===== config.mk =====
export PLATFORM = sky130hd
export DESIGN_NAME = conv_scan_ctrl
export DESIGN_NICKNAME = d
export VERILOG_FILES = /design/src/rtl/conv_scan_ctrl_pkg.sv /design/src/rtl/conv_scan_ctrl_scan_counter.sv /design/src/rtl/conv_scan_ctrl.sv
export SDC_FILE = /design/constraint.sdc
export NUM_CORES = 1
export LEC_CHECK = 0
export BUFFER_PORTS_ARGS = -buffer_cell sky130_fd_sc_hd__buf_2
export CORE_ASPECT_RATIO = 2
export CORE_MARGIN = 5
export CORE_UTILIZATION = 45
export DETAILED_ROUTE_END_ITERATION = 7
export PLACE_DENSITY = 0.71
export SLEW_MARGIN = 20
export SYNTH_ARGS = -nofsm -noshare
export SYNTH_HDL_FRONTEND = slang
export SYNTH_SLANG_ARGS = --single-unit

===== constraint.sdc =====
create_clock -name clk -period 2.6 [get_ports clk]
set_input_delay 0 -clock clk [delete_from_list [all_inputs] [get_ports clk]]
set_output_delay 0 -clock clk [all_outputs]
set_load 0.03 [all_outputs]

===== src/rtl/conv_scan_ctrl_pkg.sv =====
// Shared geometry and FSM encoding for the conv scan sequencer.
// The dense and image-memory blocks import the same constants so that all three agree on them.
package conv_scan_ctrl_pkg;
    localparam int IMG_W       = 14;
    localparam int IMG_H       = 14;
    localparam int PAIR_OFFSET = 2;
    localparam int NUM_CH      = 16;
    localparam int ADDR_W      = 8;
    localparam int MEM_LAT     = 1;
    localparam int IDX_W       = 5;

    typedef enum logic [1:0] {
        ST_IDLE,
        ST_SCAN,
        ST_DRAIN,
        ST_DONE
    } scan_state_e;
endpackage


===== src/rtl/conv_scan_ctrl_scan_counter.sv =====
// Cascaded channel/col/row counter for the scan.
// The paired addresses are tracked incrementally, so no multiplier is needed.
module conv_scan_ctrl_scan_counter
    import conv_scan_ctrl_pkg::*;
#(
    parameter int IMG_W_P   = IMG_W,
    parameter int IMG_H_P   = IMG_H,
    parameter int PAIR_P    = PAIR_OFFSET,
    parameter int NUM_CH_P  = NUM_CH,
    parameter int ADDR_W_P  = ADDR_W
) (
    input  logic                clk,
    input  logic                rst_n,
    input  logic                clear,
    input  logic                step,
    output logic [IDX_W-1:0]    row,
    output logic [IDX_W-1:0]    col,
    output logic [IDX_W-1:0]    channel,
    output logic [ADDR_W_P-1:0] addr1,
    output logic [ADDR_W_P-1:0] addr2,
    output logic                at_end
);
    localparam int COL_MAX = IMG_W_P - 1 - PAIR_P;

    logic [IDX_W-1:0]    row_q, row_d, col_q, col_d, ch_q, ch_d;
    logic [ADDR_W_P-1:0] addr1_q, addr1_d, addr2_q, addr2_d;
    logic                ch_wrap, col_wrap;

    assign ch_wrap  = (ch_q == IDX_W'(NUM_CH_P - 1));
    assign col_wrap = (col_q == IDX_W'(COL_MAX));
    assign at_end   = ch_wrap & col_wrap & (row_q == IDX_W'(IMG_H_P - 1));

    always_comb begin
        row_d   = row_q;
        col_d   = col_q;
        ch_d    = ch_q;
        addr1_d = addr1_q;
        if (clear) begin
            row_d   = '0;
            col_d   = '0;
            ch_d    = '0;
            addr1_d = '0;
        end else if (step && !at_end) begin
            if (!ch_wrap) begin
                ch_d = ch_q + IDX_W'(1);
            end else begin
                ch_d = '0;
                if (!col_wrap) begin
                    col_d   = col_q + IDX_W'(1);
                    addr1_d = addr1_q + ADDR_W_P'(1);
                end else begin
                    // Row wrap also steps over the excluded tail columns.
                    col_d   = '0;
                    row_d   = row_q + IDX_W'(1);
                    addr1_d = addr1_q + ADDR_W_P'(PAIR_P + 1);
                end
            end
        end
        addr2_d = addr1_d + ADDR_W_P'(PAIR_P);
    end

    always_ff @(posedge clk or negedge rst_n) begin
        if (!rst_n) begin
            row_q   <= '0;
            col_q   <= '0;
            ch_q    <= '0;
            addr1_q <= '0;
            addr2_q <= ADDR_W_P'(PAIR_P);
        end else begin
            row_q   <= row_d;
            col_q   <= col_d;
            ch_q    <= ch_d;
            addr1_q <= addr1_d;
            addr2_q <= addr2_d;
        end
    end

    assign row     = row_q;
    assign col     = col_q;
    assign channel = ch_q;
    assign addr1   = addr1_q;
    assign addr2   = addr2_q;
endmodule


===== src/rtl/conv_scan_ctrl.sv =====
// Scan sequencer: the start/done FSM and the valid/ready handshake around the scan counter.
// Memory reads are drained for MEM_LAT cycles before done pulses.
module conv_scan_ctrl
    import conv_scan_ctrl_pkg::*;
#(
    parameter int IMG_W_P  = IMG_W,
    parameter int IMG_H_P  = IMG_H,
    parameter int PAIR_P   = PAIR_OFFSET,
    parameter int NUM_CH_P = NUM_CH,
    parameter int ADDR_W_P = ADDR_W,
    parameter int MEM_LAT_P = MEM_LAT
) (
    input  logic                clk,
    input  logic                rst,
    input  logic                start,
    input  logic                abort,
    input  logic                ready,
    output logic                valid,
    output logic [IDX_W-1:0]    row,
    output logic [IDX_W-1:0]    col,
    output logic [IDX_W-1:0]    channel,
    output logic [ADDR_W_P-1:0] addr1,
    output logic [ADDR_W_P-1:0] addr2,
    output logic                load,
    output logic                last,
    output logic                busy,
    output logic                done
);
    localparam int DRAIN_W = (MEM_LAT_P > 1) ? $clog2(MEM_LAT_P) : 1;

    scan_state_e        state_q, state_d;
    logic               valid_q, valid_d, busy_q, busy_d, done_q, done_d;
    logic [DRAIN_W-1:0] drain_q, drain_d;
    logic               clear, step, at_end;

    conv_scan_ctrl_scan_counter #(
        .IMG_W_P  (IMG_W_P),
        .IMG_H_P  (IMG_H_P),
        .PAIR_P   (PAIR_P),
        .NUM_CH_P (NUM_CH_P),
        .ADDR_W_P (ADDR_W_P)
    ) u_cnt (
        .clk     (clk),
        .rst_n   (rst),
        .clear   (clear),
        .step    (step),
        .row     (row),
        .col     (col),
        .channel (channel),
        .addr1   (addr1),
        .addr2   (addr2),
        .at_end  (at_end)
    );

    always_comb begin
        state_d = state_q;
        drain_d = drain_q;
        clear   = 1'b0;
        step    = 1'b0;
        unique case (state_q)
            ST_IDLE: begin
                if (start && !abort) begin
                    state_d = ST_SCAN;
                    clear   = 1'b1;
                end
            end
            ST_SCAN: begin
                if (abort) begin
                    state_d = ST_IDLE;
                end else if (valid_q && ready) begin
                    step = 1'b1;
                    if (at_end) begin
                        state_d = ST_DRAIN;
                        drain_d = '0;
                    end
                end
            end
            ST_DRAIN: begin
                if (abort) begin
                    state_d = ST_IDLE;
                end else if (drain_q == DRAIN_W'(MEM_LAT_P - 1)) begin
                    state_d = ST_DONE;
                end else begin
                    drain_d = drain_q + DRAIN_W'(1);
                end
            end
            ST_DONE: state_d = ST_IDLE;
            default: state_d = ST_IDLE;
        endcase
        // Outputs are registered from the next state so they line up with it.
        valid_d = (state_d == ST_SCAN);
        busy_d  = (state_d == ST_SCAN) || (state_d == ST_DRAIN);
        done_d  = (state_d == ST_DONE);
    end

    always_ff @(posedge clk or negedge rst) begin
        if (!rst) begin
            state_q <= ST_IDLE;
            drain_q <= '0;
            valid_q <= 1'b0;
            busy_q  <= 1'b0;
            done_q  <= 1'b0;
        end else begin
            state_q <= state_d;
            drain_q <= drain_d;
            valid_q <= valid_d;
            busy_q  <= busy_d;
            done_q  <= done_d;
        end
    end

    assign valid = valid_q;
    assign busy  = busy_q;
    assign done  = done_q;
    assign load  = valid_q & ready;
    assign last  = at_end & valid_q;
endmodule


==> impl_metrics.tcl <==
set metrics [dict create \
    max-cap-violations 0 \
    grt_max_degree 36 \
    htree_num_levels 2 \
    syn2layout_area_growth_pct 29.2 \
    worst_pin_slew_ps 774 \
    wirelength_um 4280 \
    placement.cell_area_um2 2210 \
    fp.dieW_um 55.2 \
    fin_crit_sh_pct 94.3 \
    clock-sinks 35 \
    worstHoldStart "start" \
    status "completed" \
    grt_pass1_vias 1605 \
    leakage_nw 1.18 \
    crit_start "u_cnt.col[0]" \
    dp_slack_ps 54.7 \
    syn_area_per_cell_um2 10.2 \
    setup_violations 0 \
    irDropWorstVdd_mv 0.404 \
    final_common_cell "buf_2" \
    drt_first_pass_iters 4 \
    numCtsBuffers 5 \
    gp_congestion 0.865 \
    dieHeight_um 100 \
    drc 0 \
    drv_slew 0 \
    final_cell_mix "buf_2, dfrtp_1, nor2_1, nand2_1, buf_4" \
    min_path_type "in2reg" \
    core_um2 4050 \
    synth_area_um2 1840 \
    power_density_nw_per_um2 470 \
    ys_types 43 \
    power_frac_clock_pct 44.9 \
    ant_nets 0 \
    drive_gt1_share_pct 33.3 \
    track_usage_pct 16.5 \
    via_per_inst 5.42 \
    switching_share_pct 21.5 \
    start_util_pct 45.5 \
    row_count 33 \
    post-route-cell-area_um2 2380 \
    place_inst 280 \
    grt-ovfl-total 0 \
    critPathLaunchType "flip-flop" \
    synth-async-reset-ratio_pct 100 \
    path_max_fanout 6 \
    power.share.sequential_pct 49.8 \
    ys_ff_latch 35 \
    critPathRequiredTime_ps 2770 \
    seq_area_frac_synth_pct 47.7 \
    fin_crit_ps 2450 \
    nets 253 \
    cts-root-buf "clkbuf_8" \
    drtIter0Drc 26 \
    dieArea_um2 5540 \
    synth-edff-count 0 \
    p_switching_w 0.000240 \
    dp_hpwl_um 3240 \
    instances_no_fill 292 \
    synth.net_count 194 \
    synth_ff_type "dfrtp_1" \
    n_antenna_cell 0 \
    slew_headroom_pct 48.4 \
    port_buffers 40 \
    synth_warnings 0 \
    fin_setup_tns_ps 0 \
    tritoncts "built" \
    clk_latency_ps 290 \
    p_total_w 0.00112 \
    clockBufferDepth 2 \
    p_int_w 0.000877 \
    wl_per_cell_um 14.7 \
    reg2reg_from "u_cnt.col[0]" \
    ios 41 \
    worst_slack_ps 149 \
    grt_antenna_before_repair 0 \
    cts.clk_slew.worst_paths_ps 70 \
    combPwrFrac_pct 5.3 \
    cp-end-kind "flip-flop" \
    syn_inst 180 \
    max_freq_mhz 408 \
    rsz0062_at_grt "false" \
    arrival_ps 2620 \
    vias 1584 \
    finalHoldViolations 0 \
    grt_pass1_wl_um 7200 \
    fin_skew_ps 7.62 \
    crit_type "reg2reg" \
]
==> cell type report <==
cell class,count,area [um^2]
clock inverters,2,35.0
inverters,6,22.5
clock buffers,6,82.6
fillers,384,1670
well taps,52,65.1
repair buffers,59,348
flip-flops and latches,35,880
multi-input cells,132,943
==> worst max-delay path, cell delays in order (launching register included) <==
cell       delay [ps]
dfrtp_2           380
ha_4              160
nand4bb_4         110
inv_2             110
fa_1              300
nand2_1           100
or3_1             330
or4_1             390
o21ai_1           160
nand3_1           130
xnor2_1           150
==> routing by layer <==
layer  part of all wire, %  vias to the layer above  wire (um)  track usage, %
li1                      -                      759          -               -
met1                    37                      773       1590            16.4
met2                    55                       38       2360            30.5
met3                   4.4                       14        190            4.38
met4                   3.4                        0        144            9.36
met5                     0                        -          0               0
==> cells by family after synthesis <==
| family | after synthesis | synth area share [%] |
|---|---|---|
| compound gates | 23 | 10.1 |
| xor+xnor | 16 | 7.62 |
| fa+ha+maj | 9 | 6.53 |
| buf+inv | 13 | 2.99 |
| flops | 35 | 47.7 |
| mux | 2 | 1.16 |
| simple gates | 82 | 23.9 |
==> state kept, by name, summed over array words and instances, names as in the netlist, 2 cells and up <==
signal	flops
u_cnt.row	5
u_cnt.channel	5
u_cnt.addr2	7
state_q	2
u_cnt.col	5
u_cnt.addr1	8
==> power groups by stage <==
stage          Combinational, W  Sequential, W  Clock, W
6_report              0.0000594       0.000556  0.000501
2_1_floorplan         0.0000211       0.000574         0
3_3_place_gp          0.0000572       0.000566         0
4_1_cts               0.0000607       0.000556  0.000512
3_5_place_dp          0.0000584       0.000566         0
5_1_grt               0.0000667       0.000556  0.000531
==> synth_stat cells, drive strengths merged (2+ instances only) <==
cell type  instances  share of area [%]
dfrtp             34                 46
nor2              22                4.8
nand2             19                3.9
xor2               9                4.3
ha                 8                5.4
a21oi              7                1.9
nand3              7                1.9
xnor2              7                3.3
inv                6                1.2
nand4              6                2.0
nor3               5                1.4
clkbuf             4               0.82
nand3b             4                1.6
or3                4                1.4
a311oi             3                1.8
and2               3                1.0
buf                3               0.95
nor4               3                1.0
o21ai              3               0.82
nand4b             2               0.95
o31ai              2               0.82
or4                2               0.82
==> final timing paths <==
kind                       slack (ps)  depth (start not counted)                to
setup reg to reg                  150                         10    u_cnt.addr2[5]
hold reg to reg                   540                          2  u_cnt.channel[4]
hold / removal                    210                          5        state_q[0]
max in group asynchronous        1750                          2      u_cnt.col[0]
min in group asynchronous         320                          2      u_cnt.col[3]
setup / recovery                  150                         10    u_cnt.addr2[5]
==> repair_timing <==
| action | CTS | global route |
|---|---|---|
| setup buffers | 0 | 2 |
| endpoints found under the hold margin | 36 | 0 |
| hold buffers | 2 | 0 |
| endpoints found under the setup margin | 0 | 3 |
| gates resized for setup | 0 | 4 |
==> stage by stage <==
| step | hold WS [ps] | utilization, % |
|---|---|---|
| 2_1_floorplan | -296 | - |
| 5_1_grt | 259 | 58.7 |
| 6_report | 214 | 58.7 |
| 3_3_place_gp | 116 | 54.5 |
| 3_5_place_dp | 116 | 54.5 |
| 4_1_cts | 210 | 57.9 |
Power figures use the tool's default switching activity.
